## src/rtl/true_dpram_sclk_pkg.sv

```systemverilog
// Shared sizing defaults and the output-select encoding for the true dual-port RAM.
// Each port's q comes from the array, a same-edge bypass, or a forced zero after reset.
package true_dpram_sclk_pkg;

  localparam int unsigned DATA_WIDTH_DEF = 8;
  localparam int unsigned ADDR_WIDTH_DEF = 6;
  localparam int unsigned DEPTH_DEF      = 2 ** ADDR_WIDTH_DEF;

  typedef enum logic [1:0] {
    SEL_ZERO = 2'd0,
    SEL_RAM  = 2'd1,
    SEL_BYP  = 2'd2
  } q_sel_e;

endpackage : true_dpram_sclk_pkg

```

## src/rtl/true_dpram_sclk_port.sv

```systemverilog
// One RAM port's output stage: 1-cycle registered read with write-first and cross-port bypass.
// No backpressure; a new access is accepted every cycle.
module true_dpram_sclk_port
  import true_dpram_sclk_pkg::*;
#(
  parameter int unsigned DATA_WIDTH = DATA_WIDTH_DEF,
  parameter bit          OWN_WINS   = 1'b1
) (
  input  logic                  clk_i,
  input  logic                  rst_n_i,
  input  logic                  we_i,
  input  logic [DATA_WIDTH-1:0] wdat_i,
  input  logic                  x_vld_i,
  input  logic [DATA_WIDTH-1:0] x_dat_i,
  input  logic [DATA_WIDTH-1:0] ram_dat_i,
  output logic [DATA_WIDTH-1:0] q_o
);

  q_sel_e                sel_d, sel_q;
  logic [DATA_WIDTH-1:0] byp_dat_d, byp_dat_q;

  // x_vld_i means the other port writes this port's address on this edge.
  // OWN_WINS decides whether our own write or the other port's write is returned.
  always_comb begin
    sel_d     = SEL_RAM;
    byp_dat_d = wdat_i;
    if (we_i && (OWN_WINS || !x_vld_i)) begin
      sel_d     = SEL_BYP;
      byp_dat_d = wdat_i;
    end else if (x_vld_i) begin
      sel_d     = SEL_BYP;
      byp_dat_d = x_dat_i;
    end
  end

  always_ff @(posedge clk_i) begin
    if (!rst_n_i) begin
      sel_q     <= SEL_ZERO;
      byp_dat_q <= '0;
    end else begin
      sel_q     <= sel_d;
      byp_dat_q <= byp_dat_d;
    end
  end

  // Mux sits after the registers so the array read stays a clean synchronous BRAM output.
  always_comb begin
    q_o = '0;
    unique case (sel_q)
      SEL_ZERO: q_o = '0;
      SEL_RAM:  q_o = ram_dat_i;
      SEL_BYP:  q_o = byp_dat_q;
      default:  q_o = '0;
    endcase
  end

endmodule : true_dpram_sclk_port

```

## src/rtl/true_dpram_sclk.sv

```systemverilog
// True dual-port single-clock RAM, 1-cycle read latency, fully defined same-address collisions.
// No backpressure; both ports accept an access every cycle; port A wins a write-write tie.
module true_dpram_sclk
  import true_dpram_sclk_pkg::*;
#(
  parameter int unsigned DATA_WIDTH = DATA_WIDTH_DEF,
  parameter int unsigned ADDR_WIDTH = ADDR_WIDTH_DEF
) (
  input  logic                  clk,
  input  logic                  rst_n,
  input  logic [DATA_WIDTH-1:0] data_a,
  input  logic [ADDR_WIDTH-1:0] addr_a,
  input  logic                  we_a,
  output logic [DATA_WIDTH-1:0] q_a,
  input  logic [DATA_WIDTH-1:0] data_b,
  input  logic [ADDR_WIDTH-1:0] addr_b,
  input  logic                  we_b,
  output logic [DATA_WIDTH-1:0] q_b
);

  localparam int unsigned DEPTH = 2 ** ADDR_WIDTH;

  logic [DATA_WIDTH-1:0] mem_q [DEPTH];
  logic [DATA_WIDTH-1:0] ram_rd_a_q, ram_rd_b_q;
  logic                  addr_eq;
  logic                  wr_a, wr_b;

  assign addr_eq = (addr_a == addr_b);
  assign wr_a    = rst_n && we_a;
  // B's write is dropped when A writes the same word, so the array holds data_a.
  assign wr_b    = rst_n && we_b && !(we_a && addr_eq);

  // Array has no reset; its read registers may return stale data, the port stage masks that.
  always_ff @(posedge clk) begin
    if (wr_a) begin
      mem_q[addr_a] <= data_a;
    end
    if (wr_b) begin
      mem_q[addr_b] <= data_b;
    end
    ram_rd_a_q <= mem_q[addr_a];
    ram_rd_b_q <= mem_q[addr_b];
  end

  true_dpram_sclk_port #(
    .DATA_WIDTH (DATA_WIDTH),
    .OWN_WINS   (1'b1)
  ) u_port_a (
    .clk_i     (clk),
    .rst_n_i   (rst_n),
    .we_i      (we_a),
    .wdat_i    (data_a),
    .x_vld_i   (we_b && addr_eq),
    .x_dat_i   (data_b),
    .ram_dat_i (ram_rd_a_q),
    .q_o       (q_a)
  );

  true_dpram_sclk_port #(
    .DATA_WIDTH (DATA_WIDTH),
    .OWN_WINS   (1'b0)
  ) u_port_b (
    .clk_i     (clk),
    .rst_n_i   (rst_n),
    .we_i      (we_b),
    .wdat_i    (data_b),
    .x_vld_i   (we_a && addr_eq),
    .x_dat_i   (data_a),
    .ram_dat_i (ram_rd_b_q),
    .q_o       (q_b)
  );

endmodule : true_dpram_sclk

```

## config.mk

```make
export PLATFORM = sky130hd
export DESIGN_NAME = true_dpram_sclk
export DESIGN_NICKNAME = d
export VERILOG_FILES = /design/src/rtl/true_dpram_sclk_pkg.sv /design/src/rtl/true_dpram_sclk_port.sv /design/src/rtl/true_dpram_sclk.sv
export SDC_FILE = /design/constraint.sdc
export NUM_CORES = 1
export LEC_CHECK = 0
export ABC_AREA = 1
export CORE_ASPECT_RATIO = 1.5
export CORE_UTILIZATION = 30
export CTS_CLUSTER_DIAMETER = 40
export DETAILED_ROUTE_END_ITERATION = 7
export GPL_ROUTABILITY_DRIVEN = 1
export PLACE_DENSITY_LB_ADDON = 0.08
export SYNTH_ARGS = -nofsm -noshare
export SYNTH_HDL_FRONTEND = slang
export SYNTH_SLANG_ARGS = --single-unit
```

## constraint.sdc

```tcl
create_clock -name clk -period 2.5 [get_ports clk]
set_clock_uncertainty 0.15 [all_clocks]
set_input_delay 0.375 -clock clk [delete_from_list [all_inputs] [get_ports clk]]
set_output_delay 0.375 -clock clk [all_outputs]
set_load 0.02 [all_outputs]
```

==> impl_metrics.ini, run 1 <==
[synth]
synth_largest_area_cell = edfxtp_1
synth_top_family_by_area = simple AND/OR/NAND/NOR gates
netlist.area_leader.share_pct = 41.07
async_reset_ff_share_pct = 0
synthAdderAreaFrac_pct = 0.1337
syn_area_per_cell_um2 = 7.154
netlist_instances = 5233
synth_area_leaders = edfxtp_1 41%, nand2_1 23%, nand4_1 9.7%
muxShareOfSynthArea_pct = 0
syn_nets = 5269
syn_area_um2 = 37440
synth_compound_area_share_pct = 4.666
ys_warn_count = 0
synth_edf_count = 512
synth.ff_latch_count = 548
ys_seq_area_share_pct = 42.99
synthSimpleGateAreaFrac_pct = 42.76
synth_xor_area_share_pct = 0
ys.flop_type = edfxtp_1
ys_types = 30

[final_layout]
regArea_um2 = 16100
nets = 5651
stdcell_area_um2 = 47680
fillers = 12900
multi_input_area_um2 = 17930
syn2layout_area_growth_pct = 27.37
layout-drive-gt1-share_pct = 18.05
layout_common_cells = 2248 x nand2_1, 581 x nand4_1, 566 x buf_4
layout_commonest_cell = nand2_1

[worst_setup_path]
worst-path-stages = 12
path_cells = clkdlybuf4s50_1, buf_4, nand2_1, inv_2, buf_4, o211ai_1, nand2_1, o21ai_0, buf_4, nand2_1, nor2_1, nand2_1
reg2reg_depth = 8
path_buf_inv = 5
startpoint = addr_a[1]
crit_family = buffers and inverters
worstPathMaxFanout = 10
cpMostUsedCell = nand2_1
worst-setup-path-type = in2reg
cp-endpoint = ram_rd_a_q[2]$_DFF_P_
reg2reg_from = mem_q[37][4]$_DFFE_PP_
critPathCaptureType = flop
cp-start-kind = primary input
worst-endpoint-required_ns = 2.90
cp_slowest_cell = o21ai_0
rr_endpoint = ram_rd_b_q[4]$_DFF_P_
slowest_delay_ns = 0.50
arrival_ns = 2.87
timing.reg2reg.setup_slack_ns = 0.22

[timing]
fin_crit_sh_pct = 99.00
max_freq_mhz = 404.0
worstMarginPinSlew_ns = 0.7440
worst_slack_ns = 0.02498
hold_viol = 0
fin_crit_ns = 2.475
rsz0062_at_grt = false
slew_viol_final = 0
setup_viol = 0
slew_headroom_pct = 50.40

[pwr]
cellPowerDensity_nw_per_um2 = 562.0
peakVddDrop_v = 0.0004708
total_power_uw = 26800
power.static_leakage_uw = 0.02178

[cts]
cts_tree = yes
clockBufferDepth = 3
root_buffer = clkbuf_16
path_clk_slew_ns = 0.06
cts_buffers = 89
insertion_delay_ns = 0.72
numClockSinks = 548
h-tree-depth = 3
post_cts_buffers = 0

[global_routing]
track_usage_pct = 28.81
grt_antenna_before_repair = 4
overflow = 0
grt_pass1_wl_um = 263500
grt_pass1_vias = 37460
grt_max_degree = 67

[floorplan]
die_area_um2 = 126200
ios = 48
die_x_um = 290.4
start_util_pct = 30.25
row_count = 158
fp.coreArea_um2 = 123800
die_h_um = 434.7

[drt]
drc = 0
ant_nets = 0
first_pass_iters = 6
vias_per_cell = 5.298
drtIter0Drc = 3586
drt-wirelength-per-cell_um = 25.23
num_vias = 38620
routed_wl_um = 183900

[flow_run]
maxCapViolCount = 0

[placement]
place_ws_ns = -0.7005
dp_hpwl_um = 131500
place.gp.congestion = 0.9707
post_dp_cell_area_um2 = 44560
portBuffers = 47

[hold_path]
holdCritPathClass = in2reg
whs_path_depth = 3

[run_status]
status = complete, no violations
-- metrics by stage --
step / util, % / setup TNS, ns / hold slack (ns) / std cells
detailed placement: 36.01 / -341.32 / 0.5639 / 7118
finish: 38.53 / 0 / 0.04746 / 7290
floorplan: - / -0.6358 / 0.4390 / 5233
global placement: 36.01 / -382.75 / 0.5585 / 7118
global route: 38.53 / 0 / 0.05433 / 7289
CTS: 38.52 / 0 / 0.005415 / 7289
-- cells by family after synthesis --
group / Yosys count
AO/OA/AOI/OAI: 285
adder cells (fa/ha/maj): 4
flip-flops: 548
AND/OR/NAND/NOR: 3486
buffers and inverters: 910
-- tightest hold or removal path: cells and delay by family --
family / cells / cell delay [ns]
buffers and inverters: 1 / 0.22
AND/OR/NAND/NOR: 2 / 0.14
-- cell usage after synthesis (4+ instances only) --
master	n
buf_1	62
o21ai_0	131
edfxtp_1	512
buf_6	5
a21oi_1	17
dfxtp_1	36
ha_1	4
clkbuf_1	295
nand2_1	2248
or2_2	26
inv_1	474
nand3_2	24
nor3_1	9
inv_2	11
buf_2	56
nor2_1	118
o211ai_1	128
nand3_4	40
nand2_2	4
nand4_1	581
o21ai_1	9
nor2_4	8
nor2_2	44
nand3_1	380
-- report_power, final --
part | switching [µW] | internal (µW) | total, µW | leakage (µW)
registers | 49.3 | 10200 | 10200 | 0.00490
logic | 2700 | 1230 | 3920 | 0.0154
clock network | 5060 | 7610 | 12700 | 0.00148
total | 7800 | 19000 | 26800 | 0.0218
-- layer usage --
metal	vias up	global-route usage (%)	share of wire [%]
met4	4	17.75	6.5
met2	1543	50.84	49
met5	-	0	0.015
met1	18340	33.57	39
li1	18290	-	-
met3	444	3.055	5.3
-- cell type report --
type	count	share of cell area [%]
antenna	1	0.005248
clock buffer	102	4.928
timing repair buffer	712	14.24
inverter	489	3.886
sequential	548	33.75
clock inverter	63	1.385
multi-input combinational	3775	37.61
tap	1600	4.198
-- timing repair --
action                     CTS  global route
setup endpoints to repair   16             3
cloned                       0             0
gates resized for setup     69             2
hold endpoints to repair    15             0
hold buffers                 6             0
pin swaps                    2             0
-- registers in the layout (all words and copies together), names as in the netlist --
signal,count
ram_rd_b_q,8
u_port_b.byp_dat_q,8
u_port_a.byp_dat_q,8
ram_rd_a_q,8
mem_q,512
u_port_a.sel_q,2
u_port_b.sel_q,2
-- how the worst min path moves through the flow --
stage          startpoint                               end  slack (ns)
2_1_floorplan        we_b      u_port_a.sel_q[1]$_SDFF_PN0_        0.44
3_3_place_gp    data_a[1]            mem_q[31][1]$_DFFE_PP_        0.56
5_1_grt         data_b[6]  u_port_b.byp_dat_q[6]$_SDFF_PN0_        0.05
3_5_place_dp    data_a[1]            mem_q[31][1]$_DFFE_PP_        0.56
4_1_cts         data_b[6]  u_port_b.byp_dat_q[6]$_SDFF_PN0_       0.005
6_report        data_a[5]            mem_q[41][5]$_DFFE_PP_        0.05
(Power assumes the default switching activity.)
==> inputs of run 2 (changes only) <==
--- a/config.mk
+++ b/config.mk
@@ -7,7 +7,8 @@
 export LEC_CHECK = 0
 export ABC_AREA = 1
 export CORE_ASPECT_RATIO = 1.5
-export CORE_UTILIZATION = 30
+export CORE_MARGIN = 5
+export CORE_UTILIZATION = 46
 export CTS_CLUSTER_DIAMETER = 40
 export DETAILED_ROUTE_END_ITERATION = 7
 export GPL_ROUTABILITY_DRIVEN = 1
==> run 2 against run 1 <==
- the run now ends with negative setup slack left
- critical path depth is 7 lower
- clock-buffer cell count down 16
- combinational power decreased by 5.4%
- utilization grew 18 points
==> impl_metrics.ini, run 2 (synthesized netlist as in run 1, its figures left out) <==
[run_status]
status = complete, but fails checks
violations = negative setup slack

[final_layout]
layout_commonest_cell = nand2_1
layout-drive-gt1-share_pct = 17.24
fillers = 7656
largest_reg_flops = 512
nets = 5586
layout_common_cells = 2247 x nand2_1, 581 x nand4_1, 545 x buf_4
syn2layout_area_growth_pct = 22.77
stdcell_area_um2 = 45960
top_register = mem_q

[floorplan]
die_h_um = 359.4
die_area_um2 = 87310
start_util_pct = 46.20
ios = 48
fp.coreArea_um2 = 81040
row_count = 128
die_x_um = 242.9

[global_routing]
track_usage_pct = 36.21
overflow = 0
grt_pass1_vias = 36530
grt_pass1_wl_um = 238200
grt_antenna_before_repair = 6
grt_max_degree = 81

[flow_run]
maxCapViolCount = 0

[cts]
clockBufferDepth = 3
insertion_delay_ns = 0.70
cts_tree = yes
path_clk_slew_ns = 0.06
numClockSinks = 548
cts_buffers = 77
h-tree-depth = 3
root_buffer = clkbuf_16

[worst_setup_path]
critPathCaptureType = output port
worstPathMaxFanout = 8
arrival_ns = 1.98
worst-setup-path-type = reg2out
worst-endpoint-required_ns = 1.98
cp-start-kind = flop

[drt]
first_pass_iters = 6
num_vias = 39230
drt-wirelength-per-cell_um = 24.62
vias_per_cell = 5.888
drtIter0Drc = 4679
drc = 0
ant_nets = 0
routed_wl_um = 164000

[pwr]
cellPowerDensity_nw_per_um2 = 551.3
power.static_leakage_uw = 0.02122
peakVddDrop_v = 0.0005210

[timing]
slew_headroom_pct = 46.58
setup_viol = 1
max_freq_mhz = 398.7
tns_ns = -0.008291
rsz0062_at_grt = true
slew_viol_final = 0
fin_crit_ns = 2.508
worstMarginPinSlew_ns = 0.7929
fin_crit_sh_pct = 100.3
worst_slack_ns = -0.008291
hold_viol = 0
holdWs_ns = 0.05060

[hold_path]
holdCritPathClass = in2reg

[placement]
place.gp.congestion = 1.031
portBuffers = 47
dp_hpwl_um = 115600
post_dp_cell_area_um2 = 43140
-- run 2: cell type report --
| type | count | area, µm² | area share (%) |
|---|---|---|---|
| multi-input cells | 3775 | 17940 | 39.03 |
| repair buffers | 659 | 6046 | 13.15 |
| diodes | 7 | 17.52 | 0.03811 |
| well taps | 1040 | 1301 | 2.831 |
| clock buffers | 86 | 2012 | 4.377 |
| clock inverters | 58 | 690.7 | 1.503 |
| inverters | 489 | 1857 | 4.040 |
| flip-flops and latches | 548 | 16100 | 35.02 |
-- run 2: timing repair --
item | in CTS | in global routing
pin swaps | 0 | 1
hold buffers | 1 | 0
endpoints found under the hold margin | 1 | 0
setup endpoints to repair | 16 | 132
buffers inserted | 0 | 3
gates resized for setup | 57 | 18
-- run 2: per-stage QoR --
stage / util (%) / worst slack (ns) / power (µW) / std cells
3_3_place_gp: 53.23 / -0.6185 / 13970 / 6507
3_5_place_dp: 53.23 / -0.6285 / 13980 / 6507
2_1_floorplan: - / -0.007947 / 12180 / 5233
5_1_grt: 56.70 / -0.02339 / 25980 / 6657
6_report: 56.72 / -0.008291 / 25340 / 6662
4_1_cts: 56.63 / -0.09391 / 25270 / 6652
-- run 2: final timing paths --
kind / slack (ns) / startpoint / cells after the start / end
min: 0.05 / data_a[6] / 3 / u_port_a.byp_dat_q[6]$_SDFF_PN0_
max reg2reg: 0.21 / mem_q[43][1]$_DFFE_PP_ / 10 / ram_rd_a_q[1]$_DFF_P_
min reg2reg: 0.64 / mem_q[14][3]$_DFFE_PP_ / 6 / ram_rd_b_q[3]$_DFF_P_
max: -0.008 / u_port_b.sel_q[1]$_SDFF_PN0_ / 5 / q_b[4]
-- run 2: critical path, cell delays in order, from the launching register on --
cell	delay (ns)
dfxtp_1	0.33
inv_1	0.09
ha_4	0.21
nand2_1	0.18
a21oi_1	0.20
clkdlybuf4s15_2	0.28
-- run 2: routing by layer --
layer	routed length, µm	vias to the layer above	track usage (%)
met1	58850	18130	43.92
met4	12750	6	23.86
li1	-	18150	-
met5	35	-	0
met3	16140	637	7.183
met2	76220	2304	58.59
-- run 2: where the power goes --
group / switching (µW) / leakage, µW / internal, µW
Combinational: 2560 / 0.0150 / 1150
Sequential: 59.8 / 0.00491 / 10200
Clock: 4900 / 0.00131 / 6510
